===== config.mk =====
export PLATFORM = sky130hd
export DESIGN_NAME = mem_writeback_flat
export DESIGN_NICKNAME = d
export VERILOG_FILES = /design/src/rtl/mem_writeback_pkg.sv /design/src/rtl/mem_writeback_if.sv /design/src/rtl/mem_writeback_load_extend.sv /design/src/rtl/mem_writeback.sv /design/src/flat_wrapper.sv
export SDC_FILE = /design/constraint.sdc
export NUM_CORES = 1
export LEC_CHECK = 0
export ABC_CLOCK_PERIOD_IN_PS = 4800
export CAP_MARGIN = 15
export CELL_PAD_IN_SITES_DETAIL_PLACEMENT = 1
export CELL_PAD_IN_SITES_GLOBAL_PLACEMENT = 2
export CORE_MARGIN = 1.5
export CORE_UTILIZATION = 36
export CTS_CLUSTER_SIZE = 14
export DETAILED_ROUTE_END_ITERATION = 7
export DONT_BUFFER_PORTS = 1
export PLACE_DENSITY_LB_ADDON = 0.3
export SYNTH_ARGS = -nofsm -noshare
export SYNTH_HDL_FRONTEND = slang
export SYNTH_SLANG_ARGS = --single-unit

===== constraint.sdc =====
create_clock -name clk -period 4.8 [get_ports clk]
set_clock_uncertainty 0.1 [all_clocks]
set_input_delay 0 -clock clk [delete_from_list [all_inputs] [get_ports clk]]
set_output_delay 0 -clock clk [all_outputs]
set_load 0.005 [all_outputs]

===== src/rtl/mem_writeback_pkg.sv =====
// Shared types and helpers for the memory/writeback stage.
// Funct3 encodings, FSM states and store lane/byte-enable helpers.
package riscv_mem_pkg;

    localparam int XLEN = 32;

    localparam logic [2:0] F3_B  = 3'b000;
    localparam logic [2:0] F3_H  = 3'b001;
    localparam logic [2:0] F3_W  = 3'b010;
    localparam logic [2:0] F3_BU = 3'b100;
    localparam logic [2:0] F3_HU = 3'b101;

    typedef enum logic {
        IDLE,
        ACCESS
    } state_t;

    // Size comes from funct3[1:0]: 00 byte, 01 half, 1x word.
    function automatic logic [3:0] byte_en(
        input logic [2:0] f3,
        input logic [1:0] lo
    );
        case (f3[1:0])
            2'b00:   return 4'b0001 << lo;
            2'b01:   return lo[1] ? 4'b1100 : 4'b0011;
            default: return 4'b1111;
        endcase
    endfunction

    function automatic logic [XLEN-1:0] lane_data(
        input logic [2:0]      f3,
        input logic [XLEN-1:0] sd
    );
        case (f3[1:0])
            2'b00:   return {4{sd[7:0]}};
            2'b01:   return {2{sd[15:0]}};
            default: return sd;
        endcase
    endfunction

    function automatic logic misaligned(
        input logic [2:0] f3,
        input logic [1:0] lo
    );
        case (f3[1:0])
            2'b00:   return 1'b0;
            2'b01:   return lo[0];
            default: return lo != 2'b00;
        endcase
    endfunction

endpackage


===== src/rtl/mem_writeback_if.sv =====
// Data-memory request/ready bus between the stage and memory.
interface mem_writeback_if;
    import riscv_mem_pkg::*;

    logic            dmem_req;
    logic            dmem_we;
    logic [XLEN-1:0] dmem_addr;
    logic [XLEN-1:0] dmem_wdata;
    logic [3:0]      dmem_be;
    logic            dmem_ready;
    logic [XLEN-1:0] dmem_rdata;

    modport master (
        output dmem_req,
        output dmem_we,
        output dmem_addr,
        output dmem_wdata,
        output dmem_be,
        input  dmem_ready,
        input  dmem_rdata
    );

    modport slave (
        input  dmem_req,
        input  dmem_we,
        input  dmem_addr,
        input  dmem_wdata,
        input  dmem_be,
        output dmem_ready,
        output dmem_rdata
    );

endinterface


===== src/rtl/mem_writeback_load_extend.sv =====
// Load data lane select and sign/zero extension.
module load_extend
    import riscv_mem_pkg::*;
(
    input  logic [XLEN-1:0] rdata,
    input  logic [1:0]      addr,
    input  logic [2:0]      funct3,
    output logic [XLEN-1:0] result
);

    logic [XLEN-1:0] shifted;
    logic [7:0]      b;
    logic [15:0]     h;

    assign shifted = rdata >> {addr, 3'b000};
    assign b       = shifted[7:0];
    assign h       = addr[1] ? rdata[31:16] : rdata[15:0];

    always_comb begin
        result = rdata;
        case (funct3)
            F3_B:    result = {{24{b[7]}}, b};
            F3_BU:   result = {24'h0, b};
            F3_H:    result = {{16{h[15]}}, h};
            F3_HU:   result = {16'h0, h};
            default: result = rdata;
        endcase
    end

endmodule


===== src/rtl/mem_writeback.sv =====
// Memory/writeback stage: one outstanding load/store, register writeback.
// Optional MISALIGN_TRAP_EN turns misaligned accesses into misalign_err.
module mem_writeback #(
    parameter int TIMEOUT = 16,
    parameter int XLEN    = 32
) (
    input  logic            clk,
    input  logic            reset,
    input  logic            in_valid,
    output logic            in_ready,
    input  logic [XLEN-1:0] alu_result,
    input  logic [XLEN-1:0] store_data,
    input  logic [4:0]      rd,
    input  logic [2:0]      funct3,
    input  logic            mem_read,
    input  logic            mem_write,
    input  logic            reg_write,
    mem_writeback_if.master dmem,
    output logic            wb_we,
    output logic [4:0]      wb_rd,
    output logic [XLEN-1:0] wb_data,
    output logic            bus_err,
    output logic            misalign_err
);
    import riscv_mem_pkg::*;

    localparam int CW = (TIMEOUT > 1) ? $clog2(TIMEOUT) : 1;
    localparam logic [CW-1:0] CNT_LAST =
        CW'((TIMEOUT > 0) ? TIMEOUT - 1 : 0);

    state_t state, state_nx;

    logic            accept;
    logic            mem_op;
    logic            trap;
    logic            timeout_hit;
    logic [CW-1:0]   cnt;
    logic [2:0]      f3_q;
    logic [1:0]      lo_q;
    logic [4:0]      rd_q;
    logic            rw_q;
    logic [XLEN-1:0] ext;

    assign in_ready = (state == IDLE);
    assign accept   = in_valid && in_ready;
    assign mem_op   = mem_read || mem_write;

    // Ready in the final allowed cycle still completes the access.
    assign timeout_hit = (TIMEOUT != 0) && (cnt == CNT_LAST)
                         && !dmem.dmem_ready;

`ifdef MISALIGN_TRAP_EN
    assign trap = misaligned(funct3, alu_result[1:0]);

    always_ff @(posedge clk or posedge reset) begin
        if (reset)
            misalign_err <= 1'b0;
        else
            misalign_err <= accept && mem_op && trap;
    end
`else
    assign trap         = 1'b0;
    assign misalign_err = 1'b0;
`endif

    load_extend u_ext (
        .rdata  (dmem.dmem_rdata),
        .addr   (lo_q),
        .funct3 (f3_q),
        .result (ext)
    );

    always_ff @(posedge clk or posedge reset) begin
        if (reset)
            state <= IDLE;
        else
            state <= state_nx;
    end

    always_comb begin
        state_nx = state;
        case (state)
            IDLE:
                if (accept && mem_op && !trap)
                    state_nx = ACCESS;
            ACCESS:
                if (dmem.dmem_ready || timeout_hit)
                    state_nx = IDLE;
            default:
                state_nx = IDLE;
        endcase
    end

    always_ff @(posedge clk or posedge reset) begin
        if (reset) begin
            dmem.dmem_req   <= 1'b0;
            dmem.dmem_we    <= 1'b0;
            dmem.dmem_addr  <= '0;
            dmem.dmem_wdata <= '0;
            dmem.dmem_be    <= 4'b0000;
            wb_we           <= 1'b0;
            wb_rd           <= 5'd0;
            wb_data         <= '0;
            bus_err         <= 1'b0;
            cnt             <= '0;
            f3_q            <= 3'b000;
            lo_q            <= 2'b00;
            rd_q            <= 5'd0;
            rw_q            <= 1'b0;
        end else begin
            wb_we   <= 1'b0;
            bus_err <= 1'b0;
            case (state)
                IDLE: begin
                    cnt <= '0;
                    if (accept && mem_op && !trap) begin
                        dmem.dmem_req   <= 1'b1;
                        dmem.dmem_we    <= mem_write;
                        dmem.dmem_addr  <= {alu_result[XLEN-1:2], 2'b00};
                        dmem.dmem_be    <= byte_en(funct3, alu_result[1:0]);
                        dmem.dmem_wdata <= lane_data(funct3, store_data);
                        f3_q            <= funct3;
                        lo_q            <= alu_result[1:0];
                        rd_q            <= rd;
                        rw_q            <= reg_write;
                    end else if (accept && !mem_op
                                 && reg_write && rd != 5'd0) begin
                        wb_we   <= 1'b1;
                        wb_rd   <= rd;
                        wb_data <= alu_result;
                    end
                end
                ACCESS: begin
                    if (dmem.dmem_ready) begin
                        dmem.dmem_req <= 1'b0;
                        dmem.dmem_we  <= 1'b0;
                        if (!dmem.dmem_we && rw_q && rd_q != 5'd0) begin
                            wb_we   <= 1'b1;
                            wb_rd   <= rd_q;
                            wb_data <= ext;
                        end
                    end else if (timeout_hit) begin
                        dmem.dmem_req <= 1'b0;
                        dmem.dmem_we  <= 1'b0;
                        bus_err       <= 1'b1;
                    end else if (TIMEOUT != 0) begin
                        cnt <= cnt + 1'b1;
                    end
                end
                default: ;
            endcase
        end
    end

endmodule


===== src/flat_wrapper.sv =====
// flat-port wrapper written by rule: the top's interface ports become plain ports
module mem_writeback_flat import riscv_mem_pkg::*;
#(
    parameter int TIMEOUT = 16,
    parameter int XLEN    = 32
)
  (clk, reset, in_valid, in_ready, alu_result, store_data, rd, funct3, mem_read, mem_write, reg_write, wb_we, wb_rd, wb_data, bus_err, misalign_err, dmem_dmem_req, dmem_dmem_we, dmem_dmem_addr, dmem_dmem_wdata, dmem_dmem_be, dmem_dmem_ready, dmem_dmem_rdata);
  mem_writeback_if dmem_i ();
  input  logic clk;
  input  logic reset;
  input  logic in_valid;
  output logic in_ready;
  input  logic [XLEN-1:0] alu_result;
  input  logic [XLEN-1:0] store_data;
  input  logic [4:0] rd;
  input  logic [2:0] funct3;
  input  logic mem_read;
  input  logic mem_write;
  input  logic reg_write;
  output logic wb_we;
  output logic [4:0] wb_rd;
  output logic [XLEN-1:0] wb_data;
  output logic bus_err;
  output logic misalign_err;
  output wire logic [$bits(dmem_i.dmem_req)-1:0] dmem_dmem_req;
  output wire logic [$bits(dmem_i.dmem_we)-1:0] dmem_dmem_we;
  output wire logic [$bits(dmem_i.dmem_addr)-1:0] dmem_dmem_addr;
  output wire logic [$bits(dmem_i.dmem_wdata)-1:0] dmem_dmem_wdata;
  output wire logic [$bits(dmem_i.dmem_be)-1:0] dmem_dmem_be;
  input wire logic [$bits(dmem_i.dmem_ready)-1:0] dmem_dmem_ready;
  input wire logic [$bits(dmem_i.dmem_rdata)-1:0] dmem_dmem_rdata;
  assign dmem_dmem_req = dmem_i.dmem_req;
  assign dmem_dmem_we = dmem_i.dmem_we;
  assign dmem_dmem_addr = dmem_i.dmem_addr;
  assign dmem_dmem_wdata = dmem_i.dmem_wdata;
  assign dmem_dmem_be = dmem_i.dmem_be;
  assign dmem_i.dmem_ready = dmem_dmem_ready;
  assign dmem_i.dmem_rdata = dmem_dmem_rdata;
  mem_writeback #(.TIMEOUT(TIMEOUT), .XLEN(XLEN)) u_core (.clk(clk), .reset(reset), .in_valid(in_valid), .in_ready(in_ready), .alu_result(alu_result), .store_data(store_data), .rd(rd), .funct3(funct3), .mem_read(mem_read), .mem_write(mem_write), .reg_write(reg_write), .dmem(dmem_i), .wb_we(wb_we), .wb_rd(wb_rd), .wb_data(wb_data), .bus_err(bus_err), .misalign_err(misalign_err));
endmodule

==> reports/metrics.yaml <==
route:
  dr.first_iter.drc_count: 348
  ant_nets: 0
  drcViolationCount: 0
  drt_pass1_iterations: 4
  drt-total-wl_um: 22400
  vias_per_cell: 5.50
  avgRoutedWirePerCell_um: 21.9
  dr_total_vias: 5634
sta:
  fin_crit_ns: 3.25
  worst_hold_slack_ns: 0.0179
  hold_viol: 0
  fmax_mhz: 308
  tns_ns: 0
  rsz0062_at_grt: "false"
  drv_slew: 0
  slew_headroom_pct: 26.5
  finalCritPeriodShare_pct: 67.6
  worstMarginPinSlew_ns: 1.10
  setup_viol: 0
layout:
  multi_input_area_mm2: 0.00286
  syn_to_final_growth_pct: 32.6
  drive_gt1_share_pct: 6.47
  filler_cell_count: 1921
  seqCellArea_mm2: 0.00308
  final_nets: 903
power_and_ir_drop:
  clkPwrFrac_pct: 35.4
  p_comb_share_pct: 22.2
  leakage_nw: 3.66
  ir_drop_mv: 0.300
  p_sw_share_pct: 33.0
  switching_power_w: 0.00129
  p_int_w: 0.00263
  p_per_area_mw_per_mm2: 478
  p_seq_share_pct: 42.4
placement:
  io_buffers: 0
  hpwlAfterDp_um: 14500
  routabilityCongestion: 0.849
clocking:
  hold_buffers: 124
  clk_pin_slew_ns: 0.06
  post-cts-setup-buffers: 0
  ctsResizeCount: 0
  cts_max_level: 4
  cts_sinks: 123
  clkLatencyLatePin_ns: 0.42
  numCtsBuffers: 17
  cts-root-buf: "clkbuf_16"
  cts_tree: "yes"
  clock_path_buffers: 2
synth:
  synth-seq-cells: 123
  synth.distinct_cells: 50
  seq_area_frac_synth_pct: 49.8
  synth_largest_area_cell: "dfrtp_1"
  ys_top_cells_by_area: "dfrtp_1, nand2_1, mux2i_1, o21ai_0, nor2_1"
  synth_top_cell_area_share_pct: 49.8
  yosysWarnings: 0
  synthCells: 694
  netlist_area_mm2: 0.00618
  synth_ff_type: "dfrtp_1"
  synth_edf_count: 0
  avgSynthCellArea_um2: 8.91
  async_flop_share_pct: 100
floorplan:
  io_pins: 222
  core_mm2: 0.0167
  die_area_mm2: 0.0180
  fp-row-count: 47
  die_w_um: 134
  die_h_um: 134
  initial_core_util_pct: 37.0
critical_path:
  startpoint_type: "flop"
  path_max_fanout: 36
  ff2ff_path_depth: 5
  r2r_setup_slack_ns: 1.55
  cp.arrival_ns: 3.45
  r2r_start: "u_core.lo_q[1]"
  crit_type: "reg2reg"
  setup.worst_path.start: "u_core.lo_q[1]"
  cp_data_required_time_ns: 5.00
  r2r-end: "u_core.wb_data[13]"
  cp-end-kind: "flop"
  setup.worst_path.end: "u_core.wb_data[13]"
global_routing:
  antenna_found_initial: 1
  grt_max_degree: 64
  grt_pass1_vias: 6091
  grt_use_total_pct: 25.6
  grt_pass1_wl_um: 35000
  grt_overflow: 0
run_status:
  outcome: "finished clean"
worst_hold_path:
  hp-class: "in2reg"
run:
  cap_violations: 0
## worst max-delay path, stage by stage, from the launching register on
cell and delay (ns):
dfrtp_1 1.05, mux4_2 0.69, a211o_1 0.45, nand4_1 0.15
dlygate4sd3_1 0.59, a31oi_2 0.08
## layout by cell type, fill, tap and decap left out, drive strengths merged, types with 2 or more instances in the layout
master	count
nand4	7
conb	3
dlygate4sd3	123
buf	7
o31ai	6
nand2	198
clkinv	5
a211o	2
bufinv	4
a21oi	32
nand2b	10
nor2b	13
inv	7
nand3	12
dfrtp	123
o211ai	16
o2111ai	2
o221ai	2
clkbuf	22
o311ai	5
nor3b	8
nor2	49
mux2i	35
nor3	12
o311a	4
a22o	17
o21ai	44
a211oi	6
a21o	2
a31oi	14
## worst min path at each step
stage | from | cells after the start | endpoint | slack, ns
after floorplan | alu_result[10] | 2 | u_core.dmem.dmem_addr[10] | 0.005
after global placement | reset | 1 | u_core.dmem.dmem_addr[27] | -0.13
after detailed placement | reset | 1 | u_core.dmem.dmem_addr[28] | -0.12
after CTS | dmem_dmem_rdata[25] | 4 | u_core.wb_data[9] | 0.004
after global routing | in_valid | 4 | u_core.dmem.dmem_addr[10] | 0.07
final | dmem_dmem_rdata[25] | 4 | u_core.wb_data[9] | 0.02
## cells in the mapped netlist (all sizes together) (5+ instances only)
| library cell | instances |
|---|---|
| nand2 | 198 |
| dfrtp | 123 |
| nor2 | 49 |
| o21ai | 44 |
| mux2i | 35 |
| clkbuf | 34 |
| a21oi | 32 |
| buf | 20 |
| a22o | 17 |
| o211ai | 16 |
| a31oi | 14 |
| nor2b | 13 |
| nand3 | 12 |
| nor3 | 12 |
| nand2b | 10 |
| nor3b | 8 |
| nand4 | 7 |
| a211oi | 6 |
| inv | 6 |
| o31ai | 6 |
| o311ai | 5 |
## metrics by stage
stage | setup WS, ns | instances | util (%) | total power [W] | instance area, µm²
after floorplan | 1.43 | 696 | - | 0.00215 | 6190
after global placement | 1.99 | 867 | 37.6 | 0.00235 | 6280
after detailed placement | 1.87 | 867 | 37.6 | 0.00240 | 6280
after CTS | 1.61 | 1023 | 48.9 | 0.00394 | 8160
after global routing | 1.47 | 1025 | 49.1 | 0.00414 | 8190
final | 1.55 | 1025 | 49.1 | 0.00392 | 8190
## kinds of logic after synthesis
logic type	share of synthesized area [%]
AOI/OAI and AO/OA	17.5
xor gates and xnor gates	0.283
adders and majority gates	0.202
buffers and inverters	4.33
DFF	49.8
muxes	6.03
other	0.0607
and+or+nand+nor	21.8
## final cells by class
class	count	share of cell area [%]
repair buffers	130	16.1
multi-input cells	512	34.9
clock buffers	22	5.66
flip-flops and latches	123	37.6
diodes	1	0.0305
well taps	220	3.36
inverters	7	0.382
clock inverters	10	2.00
## registers in the layout (all words and copies together), names as in the netlist
name / count
u_core.dmem.dmem_be: 4
u_core.wb_we: 1
u_core.f3_q: 3
u_core.dmem.dmem_we: 1
u_core.rd_q: 5
u_core.wb_data: 32
u_core.wb_rd: 5
u_core.bus_err: 1
u_core.dmem.dmem_addr: 30
u_core.dmem.dmem_wdata: 32
u_core.lo_q: 2
u_core.cnt: 4
u_core.dmem.dmem_req: 1
u_core.rw_q: 1
u_core.state: 1
## metal layers
metal  track usage, %  part of all wire [%]  up-vias
li1                 -                     -     2599
met1             32.7                    43     2798
met2             41.5                    48      201
met3             7.33                   6.5       36
met4             9.38                   2.2        0
met5                0                     0        -
## power by group through the flow
| stage | combinational (W) | clock [W] | sequential [W] |
|---|---|---|---|
| 5_1_grt | 0.000981 | 0.00146 | 0.00170 |
| 6_report | 0.000870 | 0.00139 | 0.00166 |
| 4_1_cts | 0.000859 | 0.00141 | 0.00166 |
| 3_3_place_gp | 0.000681 | 0 | 0.00167 |
| 3_5_place_dp | 0.000725 | 0 | 0.00168 |
| 2_1_floorplan | 0.000607 | 0 | 0.00154 |
(Power assumes the default switching activity.)
